`config.mk`:
```
export PLATFORM = sky130hd
export DESIGN_NAME = pipe_addsub_flat
export DESIGN_NICKNAME = d
export VERILOG_FILES = /design/src/rtl/pipe_addsub_pkg.sv /design/src/rtl/pipe_addsub_if.sv /design/src/rtl/pipe_addsub_add_seg.sv /design/src/rtl/pipe_addsub.sv /design/src/flat_wrapper.sv
export SDC_FILE = /design/constraint.sdc
export NUM_CORES = 1
export LEC_CHECK = 0
export BUFFER_PORTS_ARGS = -buffer_cell sky130_fd_sc_hd__clkbuf_2
export CAP_MARGIN = 10
export CORE_MARGIN = 3
export CORE_UTILIZATION = 40
export CTS_BUF_LIST = sky130_fd_sc_hd__clkbuf_8 sky130_fd_sc_hd__clkbuf_16
export DETAILED_ROUTE_END_ITERATION = 7
export GPL_ROUTABILITY_DRIVEN = 0
export GPL_TIMING_DRIVEN = 0
export PLACE_DENSITY = 0.67
export SLEW_MARGIN = 0
export SYNTH_ARGS = -nofsm -noshare
export SYNTH_HDL_FRONTEND = slang
export SYNTH_HIERARCHICAL = 1
export SYNTH_SLANG_ARGS = --single-unit
```
`constraint.sdc`:
```
create_clock -name clk -period 4.41 [get_ports clk]
set_input_delay 0.441 -clock clk [delete_from_list [all_inputs] [get_ports clk]]
set_output_delay 0.441 -clock clk [all_outputs]
set_load 0.05 [all_outputs]
```
`src/rtl/pipe_addsub_pkg.sv`:
```
`default_nettype none
// ============================================================================
//  Module      : pipe_addsub_pkg
//  Description : Shared definitions for the segmented pipelined add/subtract
//                unit: operation encoding and slice-position helper.
//  Revision    : 1.0 - initial release
// ============================================================================
package pipe_addsub_pkg;

    // Operation select: subtract is a + ~b + 1, so OP_SUB doubles as carry-in.
    typedef enum logic {
        OP_ADD = 1'b0,
        OP_SUB = 1'b1
    } op_e;

    localparam int unsigned DEF_WIDTH = 32;
    localparam int unsigned DEF_SEGS  = 4;

    // Bit position of the least significant bit of slice idx.
    function automatic int unsigned seg_lsb(input int unsigned idx,
                                            input int unsigned seg_width);
        return idx * seg_width;
    endfunction

endpackage : pipe_addsub_pkg
`default_nettype wire

```
`src/rtl/pipe_addsub_if.sv`:
```
`default_nettype none
// ============================================================================
//  Module      : pipe_addsub_if
//  Description : Operand/result handshake bundle of the pipelined add/sub
//                unit. master = producer/consumer side, slave = the unit.
//  Revision    : 1.0 - initial release
// ============================================================================
interface pipe_addsub_if #(
    parameter int WIDTH = 32
) ();
    // Input side
    logic             in_valid;
    logic             in_ready;
    logic             op;
    logic [WIDTH-1:0] a;
    logic [WIDTH-1:0] b;
    // Output side
    logic             out_valid;
    logic             out_ready;
    logic [WIDTH-1:0] sum;
    logic             cout;
    logic             ovf;
    logic             zero;

    modport master (
        output in_valid, op, a, b, out_ready,
        input  in_ready, out_valid, sum, cout, ovf, zero
    );

    modport slave (
        input  in_valid, op, a, b, out_ready,
        output in_ready, out_valid, sum, cout, ovf, zero
    );

endinterface : pipe_addsub_if
`default_nettype wire

```
`src/rtl/pipe_addsub_add_seg.sv`:
```
`default_nettype none
// ============================================================================
//  Module      : add_seg
//  Description : One carry-chain segment: adds slice IDX of the operands plus
//                the incoming carry, merges the slice result into the partial
//                result word and registers everything for the next segment.
//                Holds all state while i_en is low.
//  Revision    : 1.0 - initial release
// ============================================================================
module add_seg
    import pipe_addsub_pkg::*;
#(
    parameter int WIDTH = 32,
    parameter int SEGS  = 4,
    parameter int IDX   = 0
) (
    input  wire logic             clk,
    input  wire logic             rst,
    input  wire logic             i_en,
    input  wire logic             i_valid,
    input  wire logic             i_carry,
    input  wire logic [WIDTH-1:0] i_a,
    input  wire logic [WIDTH-1:0] i_b,
    input  wire logic [WIDTH-1:0] i_res,
    output logic                  o_valid,
    output logic                  o_carry,
    output logic                  o_ovf,
    output logic [WIDTH-1:0]      o_a,
    output logic [WIDTH-1:0]      o_b,
    output logic [WIDTH-1:0]      o_res
);

    localparam int SW = WIDTH / SEGS;
    localparam int LO = int'(seg_lsb(IDX, SW));
    localparam int HI = LO + SW - 1;

    logic [SW:0]      w_slice;
    logic [WIDTH-1:0] w_res;
    logic             w_ovf;

    // Slice adder; the extra top bit is the carry out of this slice.
    assign w_slice = {1'b0, i_a[HI:LO]} + {1'b0, i_b[HI:LO]} + {{SW{1'b0}}, i_carry};

    // Partial result: lower slices pass through, this slice is filled in.
    always_comb begin
        w_res        = i_res;
        w_res[HI:LO] = w_slice[SW-1:0];
    end

    // Only the segment holding the word MSB can produce signed overflow.
    generate
        if (IDX == SEGS - 1) begin : g_ovf_msb
            logic w_carry_into_msb;
            assign w_carry_into_msb = i_a[HI] ^ i_b[HI] ^ w_slice[SW-1];
            assign w_ovf            = w_carry_into_msb ^ w_slice[SW];
        end else begin : g_ovf_none
            assign w_ovf = 1'b0;
        end
    endgenerate

    // Stage register with hold enable; reset clears valid and data.
    always_ff @(posedge clk) begin
        if (rst) begin
            o_valid <= 1'b0;
            o_carry <= 1'b0;
            o_ovf   <= 1'b0;
            o_a     <= '0;
            o_b     <= '0;
            o_res   <= '0;
        end else if (i_en) begin
            o_valid <= i_valid;
            o_carry <= w_slice[SW];
            o_ovf   <= w_ovf;
            o_a     <= i_a;
            o_b     <= i_b;
            o_res   <= w_res;
        end
    end

endmodule : add_seg
`default_nettype wire

```
`src/rtl/pipe_addsub.sv`:
```
`default_nettype none
// ============================================================================
//  Module      : pipe_addsub
//  Description : Pipelined add/subtract unit. The WIDTH-bit carry chain is cut
//                into SEGS slices, one slice per pipeline stage, giving a
//                latency of SEGS cycles and a throughput of one op per cycle.
//                A single global advance signal stalls every stage at once.
//                WIDTH must be divisible by SEGS.
//  Revision    : 1.0 - initial release
// ============================================================================
module pipe_addsub
    import pipe_addsub_pkg::*;
#(
    parameter int WIDTH = 32,
    parameter int SEGS  = 4
) (
    input  wire logic     clk,
    input  wire logic     rst,
    pipe_addsub_if.slave  bus
);

    // Index k is the input of stage k; index SEGS is the final stage output.
    logic [SEGS:0]    w_valid;
    logic [SEGS:0]    w_carry;
    logic [SEGS:0]    w_ovf;
    logic [WIDTH-1:0] w_a   [SEGS+1];
    logic [WIDTH-1:0] w_b   [SEGS+1];
    logic [WIDTH-1:0] w_res [SEGS+1];
    logic             w_advance;
    logic             w_is_sub;
    logic             w_unused_tail;

    // The pipeline moves whenever the final slot is empty or being drained.
    assign w_advance    = !w_valid[SEGS] || bus.out_ready;
    assign bus.in_ready = w_advance;

    // Subtract enters the chain as a + ~b with carry-in 1.
    assign w_is_sub   = (bus.op == OP_SUB);
    assign w_valid[0] = bus.in_valid;
    assign w_carry[0] = w_is_sub;
    assign w_ovf[0]   = 1'b0;
    assign w_a[0]     = bus.a;
    assign w_b[0]     = w_is_sub ? ~bus.b : bus.b;
    assign w_res[0]   = '0;

    generate
        for (genvar k = 0; k < SEGS; k++) begin : g_seg
            add_seg #(
                .WIDTH (WIDTH),
                .SEGS  (SEGS),
                .IDX   (k)
            ) u_seg (
                .clk     (clk),
                .rst     (rst),
                .i_en    (w_advance),
                .i_valid (w_valid[k]),
                .i_carry (w_carry[k]),
                .i_a     (w_a[k]),
                .i_b     (w_b[k]),
                .i_res   (w_res[k]),
                .o_valid (w_valid[k+1]),
                .o_carry (w_carry[k+1]),
                .o_ovf   (w_ovf[k+1]),
                .o_a     (w_a[k+1]),
                .o_b     (w_b[k+1]),
                .o_res   (w_res[k+1])
            );
        end
    endgenerate

    // Operand copies leaving the last stage and inner-stage overflow flags
    // have no consumer.
    assign w_unused_tail = ^{w_ovf[SEGS-1:0], w_a[SEGS], w_b[SEGS]};

    // Result presentation; everything reads zero while no result is valid.
    assign bus.out_valid = w_valid[SEGS];
    assign bus.sum       = w_valid[SEGS] ? w_res[SEGS] : '0;
    assign bus.cout      = w_valid[SEGS] & w_carry[SEGS];
    assign bus.ovf       = w_valid[SEGS] & w_ovf[SEGS];
    assign bus.zero      = w_valid[SEGS] & (w_res[SEGS] == '0);

endmodule : pipe_addsub
`default_nettype wire

```
`src/flat_wrapper.sv`:
```
// flat-port wrapper written by rule: the top's interface ports become plain ports
module pipe_addsub_flat import pipe_addsub_pkg::*;
#(
    parameter int WIDTH = 32,
    parameter int SEGS  = 4
)
  (clk, rst, bus_in_valid, bus_op, bus_a, bus_b, bus_out_ready, bus_in_ready, bus_out_valid, bus_sum, bus_cout, bus_ovf, bus_zero);
  pipe_addsub_if #(.WIDTH(WIDTH)) bus_i ();
  input  wire logic clk;
  input  wire logic rst;
  input wire logic [$bits(bus_i.in_valid)-1:0] bus_in_valid;
  input wire logic [$bits(bus_i.op)-1:0] bus_op;
  input wire logic [$bits(bus_i.a)-1:0] bus_a;
  input wire logic [$bits(bus_i.b)-1:0] bus_b;
  input wire logic [$bits(bus_i.out_ready)-1:0] bus_out_ready;
  output wire logic [$bits(bus_i.in_ready)-1:0] bus_in_ready;
  output wire logic [$bits(bus_i.out_valid)-1:0] bus_out_valid;
  output wire logic [$bits(bus_i.sum)-1:0] bus_sum;
  output wire logic [$bits(bus_i.cout)-1:0] bus_cout;
  output wire logic [$bits(bus_i.ovf)-1:0] bus_ovf;
  output wire logic [$bits(bus_i.zero)-1:0] bus_zero;
  assign bus_i.in_valid = bus_in_valid;
  assign bus_i.op = bus_op;
  assign bus_i.a = bus_a;
  assign bus_i.b = bus_b;
  assign bus_i.out_ready = bus_out_ready;
  assign bus_in_ready = bus_i.in_ready;
  assign bus_out_valid = bus_i.out_valid;
  assign bus_sum = bus_i.sum;
  assign bus_cout = bus_i.cout;
  assign bus_ovf = bus_i.ovf;
  assign bus_zero = bus_i.zero;
  pipe_addsub #(.WIDTH(WIDTH), .SEGS(SEGS)) u_core (.clk(clk), .rst(rst), .bus(bus_i));
endmodule
```
## Word level (Yosys, flattened, before mapping)

Cells that the tools add are included.

| cells by class | value |
|---|---|
| $add $sub $neg | 8 |
| $mul | 0 |
| divide/modulo/power cells | 0 |
| magnitude comparators | 0 |
| eq/ne operators | 0 |
| shift-type cells | 0 |
| multiplexer cells | 2 |
| bitwise gates (word level) | 7 |
| reductions and logical operators | 3 |

Operators by type and width:

| cell | count |
|---|---|
| 2-to-1 mux 32 bit | 2 |
| adder 8 x 8 -> 9 bit | 4 |
| adder 9 x 1 -> 9 bit | 4 |
| logical NOT 32 bit | 1 |
| inverter 32 bit | 1 |
| AND 1 bit | 3 |
| XOR 1 bit | 3 |
| logical NOT 1 bit | 1 |
| logical OR 1 bit | 1 |

| storage, ports and cells | value |
|---|---|
| register bits | 281 |
| latch bits | 0 |
| bits in writable memories | 0 |
| bits in read-only memories | 0 |
| input bits | 69 |
| output and inout port bits | 37 |
| word-level logic and storage cells | 39 |
| memories | 0 |

## Longest topological paths before layout

Gate-level depths: netlist (run 1).

| depth | value |
|---|---|
| depth in word-level cells | 4 |
| mapped depth | 8 |
| mapped depth without buffers | 7 |

## Cells and area by module

Netlist (run 1), hierarchy kept.

Modules (own cells, without submodules):

| module | instances | cells each | area an instance (um2) | sequential area each (um2) |
|---|---|---|---|---|
| add_seg (u_core.g_seg[0].u_seg ...) | 3 | 363 | 3,759.9 | 1,961.9 |
| add_seg (u_core.g_seg[3].u_seg) | 1 | 360 | 3,798.6 | 1,981.9 |
| pipe_addsub | 1 | 87 | 630.6 | 0.0 |

## Worst setup path after synthesis (run 1)

No wires, ideal clock.

| timing path | value |
|---|---|
| path type | input port to flip-flop |
| start point | input bus_op |
| end point | register u_core.g_seg[0].u_seg.o_res[6] |
| library setup time | 122 ps |
| arrival | 2,257 ps |
| required time | 4,288 ps |
| slack | 2,031 ps |
| stages | 8 |
| buffers on the path | 1 |
| cells stage by stage | buf_2 xor2_1 fa_1 fa_1 a211oi_2 o21bai_1 a211oi_1 o41ai_1 |

RTL lines:

| element | RTL line | RTL |
|---|---|---|
| start, declared | flat_wrapper.sv:12 | `input wire logic [$bits(bus_i.op)-1:0] bus_op;` |
| end signal, assigned | pipe_addsub_add_seg.sv:76 | `o_res <= w_res;` |
| end, declared | pipe_addsub_add_seg.sv:30 | `output logic [WIDTH-1:0] o_res` |

## Final worst setup path (run 1)

| timing path | value |
|---|---|
| start point | register u_core.g_seg[3].u_seg.o_valid |
| end point | output bus_zero |

| between the ends | value |
|---|---|
| longest elaborated chain between the ends | 1 |

RTL lines:

| element | RTL line | RTL |
|---|---|---|
| start, declared | pipe_addsub_add_seg.sv:25 | `output logic o_valid,` |
| start signal, assigned | pipe_addsub_add_seg.sv:71 | `o_valid <= i_valid;` |
| AND 1 bit | pipe_addsub.sv:80 | `assign bus.zero = w_valid[SEGS] & (w_res[SEGS] == '0);` |
| end, declared | flat_wrapper.sv:21 | `output wire logic [$bits(bus_i.zero)-1:0] bus_zero;` |

No other way between the ends.

==> results of run 1 <==
==> sequential cells by signal (all words and copies together), names as in the netlist <==
signal                      count
u_core/g_seg.u_seg/o_res       80
u_core/g_seg.u_seg/o_a         48
u_core/g_seg.u_seg/o_b         48
u_core/g_seg.u_seg/o_carry      4
u_core/g_seg.u_seg/o_valid      4
u_core/g_seg.u_seg/o_ovf        1
==> worst max path at each step <==
stage	endpoint	slack [ns]	cells after the start
2_1_floorplan	u_core/g_seg[0].u_seg/o_res[6]$_SDFFE_PP0P_	2.05	8
3_3_place_gp	u_core/g_seg[0].u_seg/o_res[6]$_SDFFE_PP0P_	1.66	9
3_5_place_dp	u_core/g_seg[0].u_seg/o_res[6]$_SDFFE_PP0P_	1.63	9
4_1_cts	bus_zero	1.92	4
5_1_grt	bus_zero	1.83	4
6_report	bus_zero	1.96	4
==> power by group through the flow <==
stage	clock, W	sequential (W)	combinational (W)
floorplan	0	0.00186	0.000306
global placement	0	0.00188	0.000399
detailed placement	0	0.00189	0.000408
CTS	0.00154	0.00185	0.000412
global route	0.00162	0.00186	0.000465
finish	0.00151	0.00185	0.000409
==> through the flow <==
stage | setup WS, ns | instances | hold WS [ns]
finish | 1.96 | 1284 | 0.250
global route | 1.83 | 1284 | 0.240
CTS | 1.92 | 1284 | 0.231
detailed placement | 1.63 | 1252 | 0.458
global placement | 1.66 | 1252 | 0.454
floorplan | 2.05 | 877 | 0.439
==> critical path: cells and delay by family (launching register included) <==
kind	cells	cell delay (ns)
flip-flops	1	0.58
AND/OR/NAND/NOR	3	0.69
buffers and inverters	1	0.32
==> metal layers <==
| metal | track usage, % | vias to the layer above | part of all wire (%) |
|---|---|---|---|
| li1 | - | 3262 | - |
| met3 | 3.75 | 9 | 3.6 |
| met5 | 0 | - | 0 |
| met2 | 26.6 | 113 | 45 |
| met1 | 24.1 | 2955 | 51 |
| met4 | 3.34 | 0 | 0.66 |
==> layout by cell type (no fill, tap or decap), types with 3 or more instances in the layout <==
cell type / n
dfxtp_1: 185
o21ai_0: 16
inv_2: 3
nor2_1: 178
xnor2_1: 8
a211oi_2: 8
o41ai_1: 3
nand3_1: 13
a211oi_1: 8
mux2i_1: 158
ha_1: 28
buf_1: 12
o21bai_1: 4
clkinv_2: 3
clkbuf_16: 17
a211o_1: 4
buf_4: 11
clkbuf_2: 105
o21ai_1: 4
clkinv_4: 3
xor2_1: 32
inv_1: 8
fa_1: 8
and3_2: 3
buf_2: 33
a21oi_2: 3
nor3_1: 9
clkbuf_1: 12
o211ai_1: 3
a21o_1: 4
nand2_1: 18
nor4_1: 9
o21a_1: 7
a21o_2: 3
a311o_1: 3
o311a_1: 3
o311ai_0: 3
and2_1: 34
a21oi_1: 23
==> layout make-up <==
cell class,instances,area [um^2],area share [%]
multi-input combinational,614,4440,44.5
sequential,185,3700,37.1
timing repair buffer,105,526,5.27
clock buffer,18,439,4.40
buffer,68,338,3.39
tap,270,338,3.39
clock inverter,14,149,1.49
inverter,10,37.5,0.376
==> run metrics, run 1 <==
Clk pwr share=40.0%; final setup vio count=0; maximum capacitance violations=0; Reg2Reg Setup Slack=2.04 ns; wire per inst=15.2 um; Power Dens Cells=377 mW/mm^2; antenna cells=0; CP Launch Type=flip-flop; Vias/cell=4.94; initial antenna violation count=0; Reg clk slew, reported paths=0.07 ns; largest net degree at the start of global routing=17; status=completed; DRC viols=0; First DRT Iteration DRCs=333; Port-buffer cells=105; YS warnings=6; Setup Crit Path Kind=flip-flop to output port; # rows=52; Final Max Tran Viols=0; Peak VDD IR=0.273 mV; DRT Pass-1 Iters=5; remaining global-route overflow=0; crit-path cells=nor4b_2, nand4_1, nor3_2, clkbuf_2; clock tree buffer depth=2; Initial Utilization=41.4%; clock sink count=185; TNS Setup=0 ns; cts hold-fix bufs=0; HP Class=input pin to flip-flop; Slowest-stage cell, CP=dfxtp_1; GRT Util Overall=16.9%; Reg power frac=49.1%; WHS Endpoint=u_core/g_seg[0].u_seg/o_a[10]$_SDFFE_PP0P_; first-pass GRT wire length=32.0 mm; clock root buffer=clkbuf_16; Die Y-Extent=152 um; CP Max Fanout=11; Worst Tran Pin Value=0.518 ns; share of layout cells above drive strength 1=20.1%; PnR Total Power=0.00376 W; crit path DAT=2.01 ns; Cells after Synth=877; Combinational Power Share=10.9%; post-CTS setup buffer count=0; post-place instance area=0.00939 mm^2; via count=6339; R2R Path Start=u_core/g_seg[2].u_seg/o_carry$_SDFFE_PP0P_; DRT antenna net count=0; H-tree levels=4; Filler cells=1977; Inserted Clock Buffers=17; Net Sw Frac=25.0%; die area=0.0231 mm^2; Setup crit end kind=output port; Final #Nets=1106; depth of the worst register-to-register path=7; FF-to-FF End=u_core/g_seg[3].u_seg/o_ovf$_SDFFE_PP0P_; Sw Pwr=0.000942 W; Slew HR=65.5%; Min-Delay Path Depth=3; Layout Utilization=48.5%; Core ar.=0.0206 mm^2; Final Cycle Share=55.6%; final worst path period need=2.45 ns; final hold violation count=0; post-route cell area=0.00997 mm^2; Detailed Place HPWL=14.9 mm; Syn Nets=982; skew final=0.00788 ns; Area growth syn-to-layout=17.0%; LEAKAGE=5.35 nW; Pint=0.00282 W; Crit path largest cell delay=0.58 ns; required time of the critical path=3.97 ns; vias in the first global route=6103; fmax=0.408 GHz; CTS tree=yes; die width=152 um; Avg Cell Area, Syn=9.72 um^2; Mapped Area=0.00852 mm^2; Crit. Startpoint=u_core/g_seg[3].u_seg/o_valid$_SDFFE_PP0P_; RSZ-0062 raised after global routing=no; Worst Min Path Start=bus_a[10]; routed wire length=19.5 mm; Top Ports=106; Clk Latency, worst-skew pair=0.42 ns; Post-CTS Resized=0
(Power assumes the default switching activity.)
==> run 2, diff against run 1 <==
--- a/config.mk
+++ b/config.mk
@@ -5,6 +5,7 @@
 export SDC_FILE = /design/constraint.sdc
 export NUM_CORES = 1
 export LEC_CHECK = 0
+export ABC_AREA = 1
 export BUFFER_PORTS_ARGS = -buffer_cell sky130_fd_sc_hd__clkbuf_2
 export CAP_MARGIN = 10
 export CORE_MARGIN = 3
@@ -13,7 +14,7 @@
 export DETAILED_ROUTE_END_ITERATION = 7
 export GPL_ROUTABILITY_DRIVEN = 0
 export GPL_TIMING_DRIVEN = 0
-export PLACE_DENSITY = 0.67
+export PLACE_DENSITY = 0.69
 export SLEW_MARGIN = 0
 export SYNTH_ARGS = -nofsm -noshare
 export SYNTH_HDL_FRONTEND = slang
==> constraint.sdc (replaced) <==
create_clock -name clk -period 2.1 [get_ports clk]
set_input_delay 0.21 -clock clk [delete_from_list [all_inputs] [get_ports clk]]
set_output_delay 0.21 -clock clk [all_outputs]
set_load 0.05 [all_outputs]
==> run metrics, run 2 <==
status=completed; Vias/cell=4.58 (-7.2%); final hold violation count=0 (unchanged); remaining global-route overflow=0 (unchanged); Worst Tran Pin Value=0.417 ns (-0.101 ns); Filler cells=2246 (+14%); most frequent cells in the layout=249 x nor2_1, 193 x nand2_1, 185 x dfxtp_1; Final #Nets=1466 (+33%); Layout Utilization=48.1% (-0.41 points); wire per inst=12.3 um (-19%); Final Cycle Share=91.5%; max FFs per register=80 (unchanged); TNS Setup=0 ns (unchanged); final setup vio count=0 (unchanged); CP Buf/Inv Count=1 (unchanged); YS warnings=6 (unchanged); H-tree levels=4 (unchanged); Cells after Synth=1236 (+41%); First DRT Iteration DRCs=367 (+10%); Die Y-Extent=158 um (+3.7%); Syn Nets=1341 (+37%); post-place instance area=0.0101 mm^2 (+7.3%); DRT Pass-1 Iters=7 (+2); CP Launch Type=flip-flop; Clk Latency, worst-skew pair=0.42 ns (about the same); Area growth syn-to-layout=16.3%; Worst path top cell family by delay=adder cells; Initial Utilization=41.4% (-0.084 points); Mapped Area=0.00920 mm^2 (+7.9%); min setup slack post-route=0.178 ns (-1.78 ns); Avg Cell Area, Syn=7.44 um^2 (-23%); HP Class=input pin to flip-flop; crit path DAT=2.24 ns (+0.23 ns); routed wire length=20.2 mm (+3.8%); vias in the first global route=7022 (+15%); CP Max Fanout=3 (-8); # rows=54 (+3.8%); PnR Total Power=0.00826 W (+120%); Largest regs=u_core/g_seg.u_seg/o_res (80), u_core/g_seg.u_seg/o_a (48), u_core/g_seg.u_seg/o_b (48); post-CTS setup buffer count=0 (unchanged); maximum capacitance violations=0 (unchanged); final worst path period need=1.92 ns; Reg clk slew, reported paths=0.06 ns (about the same); FF+latch area=0.00370 mm^2 (unchanged); commonest non-fill, non-tap cell in the layout=nor2_1; post-route cell area=0.0107 mm^2 (+7.2%); skew final=0.00993 ns (+0.00205 ns); Setup Crit Path Kind=flip-flop to flip-flop; Detailed Place HPWL=15.4 mm (+3.4%); die width=158 um (+3.7%); die area=0.0248 mm^2 (+7.6%); Slowest-stage cell, CP=fa_1; Core ar.=0.0222 mm^2 (+8.1%); area occupied by multi-input gates=0.00441 mm^2 (-0.84%); crit-path cells=fa_1, fa_1, nand2_1, nand2_1, nand3b_1, nand2_1, nand2_1, nand3_1, nand2_1, inv_1; initial antenna violation count=0 (unchanged); Port-buffer cells=105 (unchanged); clock root buffer=clkbuf_16; Crit path largest cell delay=0.46 ns (-0.12 ns); DRC viols=0 (unchanged); Setup crit end kind=flip-flop; antenna cells=0 (unchanged); via count=7567 (+19%); clock sink count=185 (unchanged); Largest Register=u_core/g_seg.u_seg/o_res; clock tree buffer depth=2 (unchanged); required time of the critical path=2.42 ns (-1.55 ns); CTS tree=yes; crit-path most repeated cell=nand2_1; Place WS=-0.109 ns (-1.74 ns); first-pass GRT wire length=33.8 mm (+5.7%); Slew HR=72.2% (+6.7 points); Power Dens Cells=773 mW/mm^2 (+100%); LEAKAGE=5.26 nW (-1.7%); GRT Util Overall=16.8% (-0.10 points); share of layout cells above drive strength 1=22.6% (+2.5 points); fmax=0.520 GHz; Peak VDD IR=0.631 mV (+130%); RSZ-0062 raised after global routing=no; Inserted Clock Buffers=17 (unchanged); largest net degree at the start of global routing=17 (unchanged); Final Max Tran Viols=0 (unchanged); DRT antenna net count=0 (unchanged); Top Ports=106 (unchanged)
-- run 2: repair_timing --
action / CTS / global route
endpoints found under the hold margin: 1 / 0
gates resized for setup: 0 / 1
hold buffers: 1 / 0
endpoints found under the setup margin: 0 / 8
-- run 2: cell type report --
| cell class | instances | share of cell area (%) |
|---|---|---|
| Buffer | 91 | 6.45 |
| Multi-Input combinational cell | 855 | 41.2 |
| Tap cell | 280 | 3.28 |
| Clock buffer | 21 | 4.49 |
| Sequential cell | 185 | 34.6 |
| Inverter | 105 | 3.78 |
| Clock inverter | 8 | 1.15 |
| Timing Repair Buffer | 106 | 5.01 |
-- run 2: through the flow --
| stage | std cells | hold slack [ns] |
|---|---|---|
| CTS | 1651 | 0.000104 |
| global route | 1651 | 0.00314 |
| global placement | 1621 | 0.436 |
| finish | 1651 | 0.00788 |
| floorplan | 1236 | 0.338 |
| detailed placement | 1621 | 0.439 |
-- run 2: tightest hold or removal path: stages --
cell	delay [ns]
clkbuf_2	0.07
nor2_1	0.03
nor2_1	0.08
-- run 2: where the power goes --
group / leakage [nW] / total (W) / switching [W] / internal, W
combinational: 3.44 / 0.00108 / 0.000598 / 0.000481
sequential: 1.52 / 0.00391 / 0.000164 / 0.00375
clock: 0.300 / 0.00327 / 0.00129 / 0.00198
-- run 2: path summary, 6_finish.rpt --
| check | slack (ns) | cells past startpoint | to | start |
|---|---|---|---|---|
| worst max-delay path | 0.18 | 10 | u_core/g_seg[1].u_seg/o_res[14]$_SDFFE_PP0P_ | u_core/g_seg[0].u_seg/o_carry$_SDFFE_PP0P_ |
| worst min-delay path | 0.008 | 3 | u_core/g_seg[0].u_seg/o_a[30]$_SDFFE_PP0P_ | bus_a[30] |
| worst max register to register | 0.18 | 10 | u_core/g_seg[1].u_seg/o_res[14]$_SDFFE_PP0P_ | u_core/g_seg[0].u_seg/o_carry$_SDFFE_PP0P_ |
| worst min register to register | 0.46 | 2 | u_core/g_seg[3].u_seg/o_res[6]$_SDFFE_PP0P_ | u_core/g_seg[2].u_seg/o_res[6]$_SDFFE_PP0P_ |
-- run 2: per-layer routing --
layer | GRT usage, % | share of wire, % | wire length, um
met5 | 0 | 0 | 0
met4 | 4.42 | 1.2 | 248
met3 | 3.12 | 3.6 | 723
met2 | 26.8 | 44 | 8980
met1 | 23.6 | 51 | 10300
